## src/rtl/jtag_pkg.sv

```systemverilog
// Shared TAP definitions: state encoding, instruction opcodes and the TAP next-state function.
package jtag_pkg;

  typedef enum logic [3:0] {
    TAP_TLR      = 4'd0,
    TAP_RTI      = 4'd1,
    TAP_SEL_DR   = 4'd2,
    TAP_CAP_DR   = 4'd3,
    TAP_SH_DR    = 4'd4,
    TAP_EX1_DR   = 4'd5,
    TAP_PAUSE_DR = 4'd6,
    TAP_EX2_DR   = 4'd7,
    TAP_UPD_DR   = 4'd8,
    TAP_SEL_IR   = 4'd9,
    TAP_CAP_IR   = 4'd10,
    TAP_SH_IR    = 4'd11,
    TAP_EX1_IR   = 4'd12,
    TAP_PAUSE_IR = 4'd13,
    TAP_EX2_IR   = 4'd14,
    TAP_UPD_IR   = 4'd15
  } tap_state_t;

  localparam logic [3:0] INSTR_IDCODE = 4'b0001;
  localparam logic [3:0] INSTR_BYPASS = 4'b1111;
  localparam logic [3:0] IR_CAPTURE   = 4'b0101;

  function automatic tap_state_t tap_next(input tap_state_t s, input logic tms);
    case (s)
      TAP_TLR:      tap_next = tms ? TAP_TLR      : TAP_RTI;
      TAP_RTI:      tap_next = tms ? TAP_SEL_DR   : TAP_RTI;
      TAP_SEL_DR:   tap_next = tms ? TAP_SEL_IR   : TAP_CAP_DR;
      TAP_CAP_DR:   tap_next = tms ? TAP_EX1_DR   : TAP_SH_DR;
      TAP_SH_DR:    tap_next = tms ? TAP_EX1_DR   : TAP_SH_DR;
      TAP_EX1_DR:   tap_next = tms ? TAP_UPD_DR   : TAP_PAUSE_DR;
      TAP_PAUSE_DR: tap_next = tms ? TAP_EX2_DR   : TAP_PAUSE_DR;
      TAP_EX2_DR:   tap_next = tms ? TAP_UPD_DR   : TAP_SH_DR;
      TAP_UPD_DR:   tap_next = tms ? TAP_SEL_DR   : TAP_RTI;
      TAP_SEL_IR:   tap_next = tms ? TAP_TLR      : TAP_CAP_IR;
      TAP_CAP_IR:   tap_next = tms ? TAP_EX1_IR   : TAP_SH_IR;
      TAP_SH_IR:    tap_next = tms ? TAP_EX1_IR   : TAP_SH_IR;
      TAP_EX1_IR:   tap_next = tms ? TAP_UPD_IR   : TAP_PAUSE_IR;
      TAP_PAUSE_IR: tap_next = tms ? TAP_EX2_IR   : TAP_PAUSE_IR;
      TAP_EX2_IR:   tap_next = tms ? TAP_UPD_IR   : TAP_SH_IR;
      TAP_UPD_IR:   tap_next = tms ? TAP_SEL_DR   : TAP_RTI;
      default:      tap_next = TAP_TLR;
    endcase
  endfunction

endpackage

```

## src/rtl/jtag_tap_fsm.sv

```systemverilog
// 16-state TAP state register advanced by TMS on rising TCK; TRST forces Test-Logic-Reset.
import jtag_pkg::*;

module jtag_tap_fsm (
  input  logic       clk_i,
  input  logic       reset_n_i,
  input  logic       tms_i,
  output tap_state_t state_o
);

  tap_state_t state_q;

  always_ff @(posedge clk_i or negedge reset_n_i) begin
    if (!reset_n_i) state_q <= TAP_TLR;
    else            state_q <= tap_next(state_q, tms_i);
  end

  assign state_o = state_q;

endmodule

```

## src/rtl/jtag_tap_controller.sv

```systemverilog
// TAP controller feeding a 32-bit serial transmitter: IR, BYPASS register and TDO mux.
import jtag_pkg::*;

module jtag_tap_controller #(
  parameter logic [31:0] IDCODE_VALUE = 32'h1BEEF0CB,
  parameter int          IR_WIDTH     = 4
) (
  input  logic                clk,
  input  logic                reset_n,
  input  logic                tms,
  input  logic                tdi,
  input  logic                dr_tdo,
  output logic                dr_enable,
  output logic [31:0]         dr_word,
  output logic                tdo,
  output logic                tdo_oe,
  output logic [3:0]          tap_state,
  output logic [IR_WIDTH-1:0] ir
);

  localparam logic [IR_WIDTH-1:0] IR_IDCODE = IR_WIDTH'(INSTR_IDCODE);
  localparam logic [IR_WIDTH-1:0] IR_CAP    = IR_WIDTH'(IR_CAPTURE);

  tap_state_t          state;
  logic [IR_WIDTH-1:0] ir_sr_q, ir_sr_d;
  logic [IR_WIDTH-1:0] ir_q, ir_d;
  logic                bypass_q, bypass_d;
  logic                tdo_q, tdo_d;
  logic                tdo_oe_q, tdo_oe_d;
  logic                pass_q, pass_d;
  logic                is_idcode;

  jtag_tap_fsm u_fsm (
    .clk_i     (clk),
    .reset_n_i (reset_n),
    .tms_i     (tms),
    .state_o   (state)
  );

  always_comb begin
    ir_sr_d  = ir_sr_q;
    ir_d     = ir_q;
    bypass_d = bypass_q;
    case (state)
      TAP_TLR:    ir_d     = IR_IDCODE;
      TAP_CAP_IR: ir_sr_d  = IR_CAP;
      TAP_SH_IR:  ir_sr_d  = {tdi, ir_sr_q[IR_WIDTH-1:1]};
      TAP_UPD_IR: ir_d     = ir_sr_q;
      TAP_CAP_DR: bypass_d = 1'b0;
      TAP_SH_DR:  bypass_d = tdi;
      default: ;
    endcase
  end

  always_ff @(posedge clk or negedge reset_n) begin
    if (!reset_n) begin
      ir_sr_q  <= IR_CAP;
      ir_q     <= IR_IDCODE;
      bypass_q <= 1'b0;
    end else begin
      ir_sr_q  <= ir_sr_d;
      ir_q     <= ir_d;
      bypass_q <= bypass_d;
    end
  end

  // Test-Logic-Reset must present IDCODE immediately, not one TCK after entry.
  assign ir        = (state == TAP_TLR) ? IR_IDCODE : ir_q;
  assign is_idcode = (ir == IR_IDCODE);
  assign dr_enable = (state == TAP_SH_DR) && is_idcode;
  assign dr_word   = is_idcode ? IDCODE_VALUE : 32'd0;
  assign tap_state = state;

  always_comb begin
    tdo_d    = 1'b0;
    pass_d   = 1'b0;
    tdo_oe_d = 1'b0;
    case (state)
      TAP_SH_IR: begin
        tdo_d    = ir_sr_q[0];
        tdo_oe_d = 1'b1;
      end
      TAP_SH_DR: begin
        tdo_oe_d = 1'b1;
        if (is_idcode) pass_d = 1'b1;
        else           tdo_d  = bypass_q;
      end
      default: ;
    endcase
  end

  always_ff @(negedge clk or negedge reset_n) begin
    if (!reset_n) begin
      tdo_q    <= 1'b0;
      tdo_oe_q <= 1'b0;
      pass_q   <= 1'b0;
    end else begin
      tdo_q    <= tdo_d;
      tdo_oe_q <= tdo_oe_d;
      pass_q   <= pass_d;
    end
  end

  // Transmitter output is already falling-edge registered, so it bypasses tdo_q.
  assign tdo    = pass_q ? dr_tdo : tdo_q;
  assign tdo_oe = tdo_oe_q;

endmodule

```

## config.mk

```make
export PLATFORM = sky130hd
export DESIGN_NAME = jtag_tap_controller
export DESIGN_NICKNAME = d
export VERILOG_FILES = /design/src/rtl/jtag_pkg.sv /design/src/rtl/jtag_tap_fsm.sv /design/src/rtl/jtag_tap_controller.sv
export SDC_FILE = /design/constraint.sdc
export NUM_CORES = 1
export LEC_CHECK = 0
export BUFFER_PORTS_ARGS = -buffer_cell sky130_fd_sc_hd__buf_2
export CORE_MARGIN = 4
export CORE_UTILIZATION = 43
export DETAILED_ROUTE_END_ITERATION = 10
export MAX_ROUTING_LAYER = met4
export PLACE_DENSITY = 0.85
export SLEW_MARGIN = 10
export SYNTH_ARGS = -nofsm -noshare
export SYNTH_HDL_FRONTEND = slang
export SYNTH_SLANG_ARGS = --single-unit
```

## constraint.sdc

```tcl
create_clock -name clk -period 1.8 [get_ports clk]
set_input_delay 0 -clock clk [delete_from_list [all_inputs] [get_ports clk]]
set_output_delay 0 -clock clk [all_outputs]
set_load 0.005 [all_outputs]
```

Yosys cells after proc, flatten, opt, wreduce, memory -nomap -nowiden
Index checks and enable logic that the tools add are counted.
- register bits: 16
- word-level logic and storage cells: 56
- equal/unequal tests: 16
- muxes and demuxes: 24
- reduce and logical (&&, ||, !) cells: 9
- operators with widths (operator ; number):
    $pmux 4 s12 ; 1
    $eq 4x4->1 const B ; 8
    $mux 29 ; 1
    $mux 4 ; 5
    $eq 4x3->1 const B ; 4
    $pmux 4 s2 ; 2
    $eq 4x1->1 const B ; 2
    $eq 4x2->1 const B ; 2
    $mux 1 ; 8
    $mux 2 ; 3
    $mux 3 ; 2
    $reduce_bool 2->1 ; 3
    $reduce_or 2->1 ; 3
    $logic_not 4->1 ; 1
    $pmux 1 s2 ; 2
    $reduce_or 3->1 ; 1
    $logic_and 1x1->1 ; 1

Depth between registers and ports, before layout
Gate-level depths: netlist of run 1.
- depth after elaboration: 5
- depth in mapped cells: 5
- gate-level depth less buffers: 3

Cells and area by module
A second synthesis of run 1 with hierarchy kept.
- cell total of the unflattened synthesis: 133
- area total of the unflattened synthesis: 1169.9 sq um
- by module, submodules not included (module ; times used ; cells each ; area an instance (sq um) ; sequential area each (sq um)):
    jtag_tap_controller ; 1 ; 96 ; 855.8 ; 304.0
    jtag_tap_fsm ; 1 ; 37 ; 314.1 ; 100.1

==> results of run 1 <==
[power breakdown]
part	internal [mW]	switching, mW	leakage [nW]
sequential	0.506	0.0997	0.203
clock	0.123	0.119	0.0210
combinational	1.05	0.855	0.551
[per-stage QoR]
stage                     total power, mW  worst slack [ps]
after floorplan                     1.651            -550.1
after global placement              1.933            -527.5
after detailed placement            2.002            -540.8
after CTS                           2.425            -530.4
after global routing                2.974            -558.4
final                               2.755            -529.3
[repair_timing]
action	4_1_cts	5_1_grt
gates resized for setup	12	18
buffers inserted	2	4
endpoints found under the hold margin	14	0
setup endpoints to repair	24	25
pin swaps	2	1
hold buffers	2	0
cloned	1	2
[layout make-up]
type | instances | area, µm²
Timing Repair Buffer | 64 | 500.5
Fill cell | 204 | 929.6
Sequential cell | 16 | 404.1
Tap cell | 30 | 37.54
Clock buffer | 4 | 36.28
Inverter | 5 | 18.77
Multi-Input combinational cell | 91 | 595.6
[registers in the layout (all words and copies together), names as in the netlist]
register and count:
ir_q 4, bypass_q 1, tdo_q 1, tdo_oe 1
pass_q 1, u_fsm.state_o 4, ir_sr_q 4
[worst min-delay path by stage]
stage	end	slack, ps	cells after the start	startpoint
3_5_place_dp	ir_sr_q[3]	-70	1	reset_n
4_1_cts	u_fsm.state_o[1]	90	3	tms
2_1_floorplan	bypass_q	-300	0	reset_n
6_report	u_fsm.state_o[1]	90	3	tms
3_3_place_gp	bypass_q	-80	1	reset_n
5_1_grt	u_fsm.state_o[1]	110	3	tms
[cells in the final DEF (no fill, tap or decap), drive strengths merged, types with 2 or more instances in the layout]
cell type	synthesis	final
o22ai	4	4
or4b	2	2
dfstp	3	3
nor3b	2	2
conb	1	13
o21ai	8	8
dlygate4sd3	0	2
nor3	3	3
nor2	9	9
nand3	3	3
nand3b	2	2
dfrtp	10	10
buf	36	62
nand2	7	7
clkbuf	5	4
a21oi	8	8
inv	5	5
dfrtn	3	3
o221ai	2	2
nor2b	3	3
nand2b	5	8
[worst max-delay path, stage by stage, from the launching register on]
cell     delay [ps]
dfstp_2         540
or4b_4          460
nor4b_4         140
a21o_1          160
[logic make-up after synthesis]
group / count (synthesis) / synth area share (%)
multiplexers: 1 / 0.9646
AND/OR/NAND/NOR: 45 / 22.83
flip-flops: 16 / 34.62
AO/OA/AOI/OAI: 28 / 14.47
buffers and inverters: 46 / 26.04
other: 1 / 0.3212
XOR/XNOR: 1 / 0.7504
[synthesized netlist by cell type (2+ instances only)]
| cell type | number | share of area (%) |
|---|---|---|
| buf_4 | 32 | 21 |
| dfrtp_1 | 10 | 21 |
| nor2_1 | 9 | 2.9 |
| a21oi_1 | 8 | 3.4 |
| o21ai_0 | 8 | 3.4 |
| nand2_1 | 7 | 2.3 |
| clkbuf_1 | 5 | 1.6 |
| inv_1 | 5 | 1.6 |
| nand2b_1 | 5 | 2.7 |
| o22ai_1 | 4 | 2.1 |
| buf_2 | 3 | 1.3 |
| dfrtn_1 | 3 | 6.4 |
| dfstp_2 | 3 | 6.8 |
| nand3_1 | 3 | 1.3 |
| nor2b_1 | 3 | 1.6 |
| nor3_1 | 3 | 1.3 |
| nand3b_1 | 2 | 1.3 |
| nor3b_1 | 2 | 1.3 |
| o221ai_1 | 2 | 1.5 |
[layer usage]
metal	vias to the layer above	share of wire, %	GRT usage, %
met5	-	0	-
met4	0	2.1	7.278
met3	4	8.9	2.160
met2	55	53	26.39
met1	487	36	16.86
li1	520	-	-
==> flow_summary.ini, run 1 <==
[run_status]
status = complete, but fails checks
violations = setup timing

[floorplan]
die_y_um = 60.11
pin_count = 48
dieArea_mm2 = 0.003613
rows = 18
start_util_pct = 46.28
die-width_um = 60.11
design.core.area_mm2 = 0.002522

[routing]
wirelength_mm = 2.683
drtIter0Drc = 12
first_pass_iters = 4
antenna_left = 0
via_per_inst = 5.076
drc = 0
num_vias = 1066
wl_per_cell_um = 12.78

[pwr]
peakVddDrop_mv = 1.141
powerDensity_mw_per_mm2 = 1730
cellLeakagePower_nw = 0.7753

[worst_setup_path]
r2r_slack_ps = -530
reg2reg_depth = 3
cp-start-kind = flip-flop
worstSetupStartpoint = ir_q[0]
crit_type = flip-flop to flip-flop
reg2reg_to = tdo_q
required_ps = 1050
critPathMaxFanout = 2
end_kind = flip-flop
cp.arrival_ps = 1580
rr_startpoint = ir_q[0]
critPathCapture = tdo_q

[grt]
overflow = 0
grt_max_degree = 17
grt_pass1_wl_mm = 4.002
antenna_found_initial = 0
grt_pass1_vias = 880
track_usage_pct = 15.19

[timing]
whs_ps = 94.75
setup_ws_ps = -529.3
maxSlewViolCount = 0
hold_viol = 0
fin_tns_setup_ps = -1491
grt_setup_unrepaired = yes
final.setup_skew_ps = 3.873
setup_viol = 5

[clock_tree]
cts_root_buf = clkbuf_4
path_clk_slew_ps = 100
cts_tree = yes
clk_path_buf_depth = 2
cts.sinks = 16
cts_buffers = 3
cts_max_level = 1
clk_latency_ps = 290

[finish]
nets = 186
design_area_mm2 = 0.001593
diodes = 0
drive_gt1_share_pct = 45.00
fin_util_pct = 63.14
layoutNonFillerInstCount = 210
flow.area_growth_from_synthesis_pct = 36.44

[placed_design]
placedCellCount = 196
place.gp.congestion = 0.8693
dp_hpwl_mm = 1.920
place_area_mm2 = 0.001318
port_buffers = 34

[run]
maxCapViolCount = 0

[hold_path]
hp-class = input pin to flip-flop

[synth]
syn_inst = 138
synth_warnings = 0
synth_area_mm2 = 0.001167
synthArstFlopShare_pct = 100.0
ys_seq_area_share_pct = 34.62
synthFlopType = dfrtp_1
syn_area_per_cell_um2 = 8.459
ys_types = 40
synth-edff-count = 0
synth-seq-cells = 16
Note: power is estimated with default switching activity, not from simulation.
==> inputs of run 2 (changes only) <==
--- a/config.mk
+++ b/config.mk
@@ -6,9 +6,9 @@
 export NUM_CORES = 1
 export LEC_CHECK = 0
 export BUFFER_PORTS_ARGS = -buffer_cell sky130_fd_sc_hd__buf_2
-export CORE_MARGIN = 4
 export CORE_UTILIZATION = 43
 export DETAILED_ROUTE_END_ITERATION = 10
+export GPL_TIMING_DRIVEN = 0
 export MAX_ROUTING_LAYER = met4
 export PLACE_DENSITY = 0.85
 export SLEW_MARGIN = 10
==> flow_summary.ini, run 2 (synthesis gave the netlist of run 1 again) <==
[pwr]
cellLeakagePower_nw = 0.7899
powerDensity_mw_per_mm2 = 1610
peakVddDrop_mv = 0.8735
finalPower_mw = 2.550

[routing]
antenna_left = 0
drtIter0Drc = 42
num_vias = 1099
drc = 0
wirelength_mm = 2.609
wl_per_cell_um = 11.49
via_per_inst = 4.841
first_pass_iters = 4

[finish]
design_area_mm2 = 0.001584
drive_gt1_share_pct = 46.70
nFillCells = 230
layoutNonFillerInstCount = 227
final_common_cell = buf_4
nets = 203
regArea_um2 = 405.4
flow.area_growth_from_synthesis_pct = 35.69
mostFrequentLayoutCells = 39 x buf_4, 34 x buf_2, 13 x conb_1, 9 x nor2_1, 9 x dfrtp_1
fin_util_pct = 62.80
diodes = 0
multiInputGateArea_um2 = 539.3

[placed_design]
place.gp.congestion = 0.8540
port_buffers = 34
dp_hpwl_mm = 1.739
place_area_mm2 = 0.001430
placedCellCount = 214

[floorplan]
start_util_pct = 46.28
pin_count = 48
die-width_um = 54.11
die_y_um = 54.11
rows = 18
dieArea_mm2 = 0.002927
design.core.area_mm2 = 0.002522

[timing]
whs_ps = 122.2
worst_pin_slew_ps = 569.8
final.setup_skew_ps = 2.201
setup_ws_ps = -544.7
grt_setup_unrepaired = yes
maxSlewViolCount = 0
hold_viol = 0
relSlewSlack_pct = 62.02
setup_viol = 24

[clock_tree]
cts_buffers = 3
cts_tree = yes
path_clk_slew_ps = 100
cts_root_buf = clkbuf_4
clk_latency_ps = 290
clk_path_buf_depth = 2
cts_max_level = 1
cts.sinks = 16

[hold_path]
hp-class = input pin to flip-flop

[grt]
overflow = 0
grt_pass1_wl_mm = 3.933
grt_pass1_vias = 882
track_usage_pct = 19.70
antenna_found_initial = 0
grt_max_degree = 20

[run_status]
status = complete, but fails checks
violations = setup timing

[worst_setup_path]
required_ps = 1050
crit_type = flip-flop to flip-flop
cp.arrival_ps = 1600
cp-start-kind = flip-flop
end_kind = flip-flop
critPathMaxFanout = 3

[run]
maxCapViolCount = 0
==> run 2: power by group <==
part           switching [mW]  total, mW  leakage (nW)  internal [mW]
Combinational           0.780       1.69         0.567          0.909
Clock                   0.123      0.247        0.0210          0.123
Sequential              0.107      0.615         0.202          0.508
==> run 2: metal layers <==
metal | GRT usage [%] | up-vias | routed length (µm)
li1 | - | 552 | -
met1 | 20.31 | 478 | 974
met2 | 36.01 | 61 | 1339
met3 | 2.825 | 8 | 234
met4 | 9.829 | 0 | 60
met5 | - | - | 0
==> run 2: worst paths after layout <==
kind / startpoint / endpoint / slack (ps) / depth (start not counted)
setup / recovery: ir_q[0] / tdo_q / -540 / 3
hold / removal: tms / u_fsm.state_o[1] / 120 / 4
setup reg to reg: ir_q[0] / tdo_q / -540 / 3
hold reg to reg: ir_sr_q[0] / ir_sr_q[0] / 500 / 2
max in group asynchronous: reset_n / tdo_q / 570 / 2
min in group asynchronous: reset_n / ir_sr_q[3] / 140 / 2
==> run 2: layout make-up <==
type | count | area share (%)
clock buffer | 4 | 2.291
inverter | 5 | 1.185
tap | 30 | 2.370
buffer | 40 | 17.85
sequential | 16 | 25.59
timing repair buffer | 44 | 16.67
multi-input combinational | 88 | 34.04
==> run 2: per-stage QoR <==
stage / setup TNS [ps] / worst slack (ps)
2_1_floorplan: -1123 / -550.1
3_3_place_gp: -2876 / -588.2
3_5_place_dp: -3710 / -592.1
4_1_cts: -8641 / -546.8
5_1_grt: -10120 / -580.2
6_report: -6846 / -544.7
==> run 2: worst max-delay path, stage by stage (launching register included) <==
cell     delay, ps
dfstp_2        540
or4b_4         470
nor4b_4        150
a21o_1         160
==> run 2: what timing repair did <==
| item | 4_1_cts | 5_1_grt |
|---|---|---|
| pin swaps | 1 | 1 |
| hold buffers | 2 | 0 |
| endpoints found under the setup margin | 23 | 24 |
| endpoints found under the hold margin | 14 | 0 |
| setup buffers | 4 | 4 |
| gates resized for setup | 6 | 7 |
==> inputs of run 3 (changes only) <==
--- a/config.mk
+++ b/config.mk
@@ -5,12 +5,12 @@
 export SDC_FILE = /design/constraint.sdc
 export NUM_CORES = 1
 export LEC_CHECK = 0
-export BUFFER_PORTS_ARGS = -buffer_cell sky130_fd_sc_hd__buf_2
-export CORE_UTILIZATION = 43
+export CORE_UTILIZATION = 45
 export DETAILED_ROUTE_END_ITERATION = 10
+export DONT_BUFFER_PORTS = 1
 export GPL_TIMING_DRIVEN = 0
 export MAX_ROUTING_LAYER = met4
-export PLACE_DENSITY = 0.85
+export PLACE_DENSITY = 0.71
 export SLEW_MARGIN = 10
 export SYNTH_ARGS = -nofsm -noshare
 export SYNTH_HDL_FRONTEND = slang
==> flow_summary.ini, run 3 (synthesis gave the netlist of run 1 again) <==
[finish]
final_common_cell = buf_4
multiInputGateArea_um2 = 564.3
nets = 171
nFillCells = 221
mostFrequentLayoutCells = 40 x buf_4, 13 x conb_1, 10 x dfrtp_1, 8 x a21oi_1, 8 x nor2_1
regArea_um2 = 404.1
drive_gt1_share_pct = 35.15
diodes = 0
flow.area_growth_from_synthesis_pct = 22.29

[pwr]
powerDensity_mw_per_mm2 = 1620
peakVddDrop_mv = 0.9343
power.switching_mw = 0.9725
power_frac_seq_pct = 26.3
cellLeakagePower_nw = 0.6756
finalPower_mw = 2.313
pwr-share-comb_pct = 65.0
intPower_mw = 1.341
clkPwrFrac_pct = 8.7
switching_share_pct = 42.04

[worst_setup_path]
r2r_slack_ps = -570
cp-start-kind = flip-flop
reg2reg_to = tdo_q
reg2reg_depth = 3
crit_type = flip-flop to flip-flop
end_kind = flip-flop
required_ps = 1040
critPathMaxFanout = 2
rr_startpoint = ir_q[0]
cp.arrival_ps = 1610

[routing]
drtIter0Drc = 21
top_layer = met4
wl_per_cell_um = 13.18
wirelength_mm = 2.571
via_per_inst = 5.277
antenna_left = 0
drc = 0
num_vias = 1029
drt-met1-wl_mm = 1.048
wl_met3_um = 186
first_pass_iters = 5
wl_met2_mm = 1.291

[floorplan]
design.core.area_mm2 = 0.002455
die_y_um = 52.93
rows = 18
pin_count = 48
dieArea_mm2 = 0.002802
die-width_um = 52.93
start_util_pct = 47.55

[grt]
grt_pass1_wl_mm = 4.064
grt_pass1_vias = 908
antenna_found_initial = 0
grt_max_degree = 20
track_usage_pct = 20.42
overflow = 0

[run_status]
violations = setup timing
status = complete, but fails checks

[clock_tree]
cts_buffers = 3
clk_latency_ps = 290
cts_tree = yes
cts.sinks = 16
clk_path_buf_depth = 2
path_clk_slew_ps = 100
cts_max_level = 1
cts_root_buf = clkbuf_4

[timing]
worst_pin_slew_ps = 603.1
final.setup_skew_ps = 10.65
setup_viol = 4
setup_ws_ps = -569.8
relSlewSlack_pct = 59.66
maxSlewViolCount = 0
grt_setup_unrepaired = yes
hold_viol = 0

[hold_path]
min_from = tms
whs_path_depth = 3
hp-class = input pin to flip-flop
holdPathEnd = u_fsm.state_o[0]

[placed_design]
pre_cts_slack_ps = -636.4
place.gp.congestion = 0.8783
port_buffers = 0
dp_hpwl_mm = 1.747

[run]
maxCapViolCount = 0
==> run 3: cell count changes in the layout (fill, tap and decap cells not counted), sizes merged <==
cell         previous run  this run
buf                    77        43
dlygate4sd3             2         3
nand2b                  5         6
==> run 3: power groups by stage <==
stage	logic, mW	registers, mW	clock network, mW
2_1_floorplan	1.07	0.582	0
3_3_place_gp	1.21	0.609	0
3_5_place_dp	1.24	0.614	0
4_1_cts	1.43	0.610	0.208
5_1_grt	1.65	0.626	0.223
6_report	1.50	0.608	0.202
==> run 3: repair_timing <==
action / CTS / global route
hold buffers: 3 / 0
setup endpoints to repair: 23 / 23
pin swaps: 2 / 3
cloned: 0 / 1
resized for setup: 10 / 1
endpoints found under the hold margin: 18 / 0
buffers inserted: 5 / 2
==> run 3: how the worst max path moves through the flow <==
stage / from / endpoint / cells after the start
after floorplan: ir_q[0] / tdo_q / 3
after global placement: ir_q[0] / tdo_q / 3
after detailed placement: ir_q[0] / tdo_q / 3
after CTS: u_fsm.state_o[0] / tdo_q / 4
after global routing: u_fsm.state_o[1] / tdo_q / 4
final: ir_q[0] / tdo_q / 3
==> run 3: layout make-up <==
cell class	count	share of cell area, %
multi-input combinational	89	39.53
sequential	16	28.31
buffer	41	20.60
timing repair buffer	10	5.784
tap	30	2.629
clock buffer	4	1.840
inverter	5	1.315
==> run 3: per-layer routing <==
| metal | up-vias | global-route usage (%) |
|---|---|---|
| li1 | 486 | - |
| met1 | 479 | 24.78 |
| met2 | 55 | 33.54 |
| met3 | 9 | 3.448 |
| met4 | 0 | 8.333 |
| met5 | - | - |
==> run 3: critical path: stages (launching register included) <==
cell     delay [ps]
dfstp_2         550
or4b_4          460
nor4b_4         140
a21o_1          170
==> run 3: metrics by stage <==
stage | utilization, % | TNS, ps | hold slack [ps] | cells | cell area [µm²]
after floorplan | - | -1123 | -295.6 | 150 | 1222
after global placement | 51.33 | -1341 | -295.1 | 180 | 1260
after detailed placement | 51.33 | -2581 | -295.2 | 180 | 1260
after CTS | 56.98 | -1601 | 48.66 | 192 | 1399
after global routing | 58.15 | -3314 | 61.98 | 195 | 1428
final | 58.15 | -1587 | 55.49 | 195 | 1428
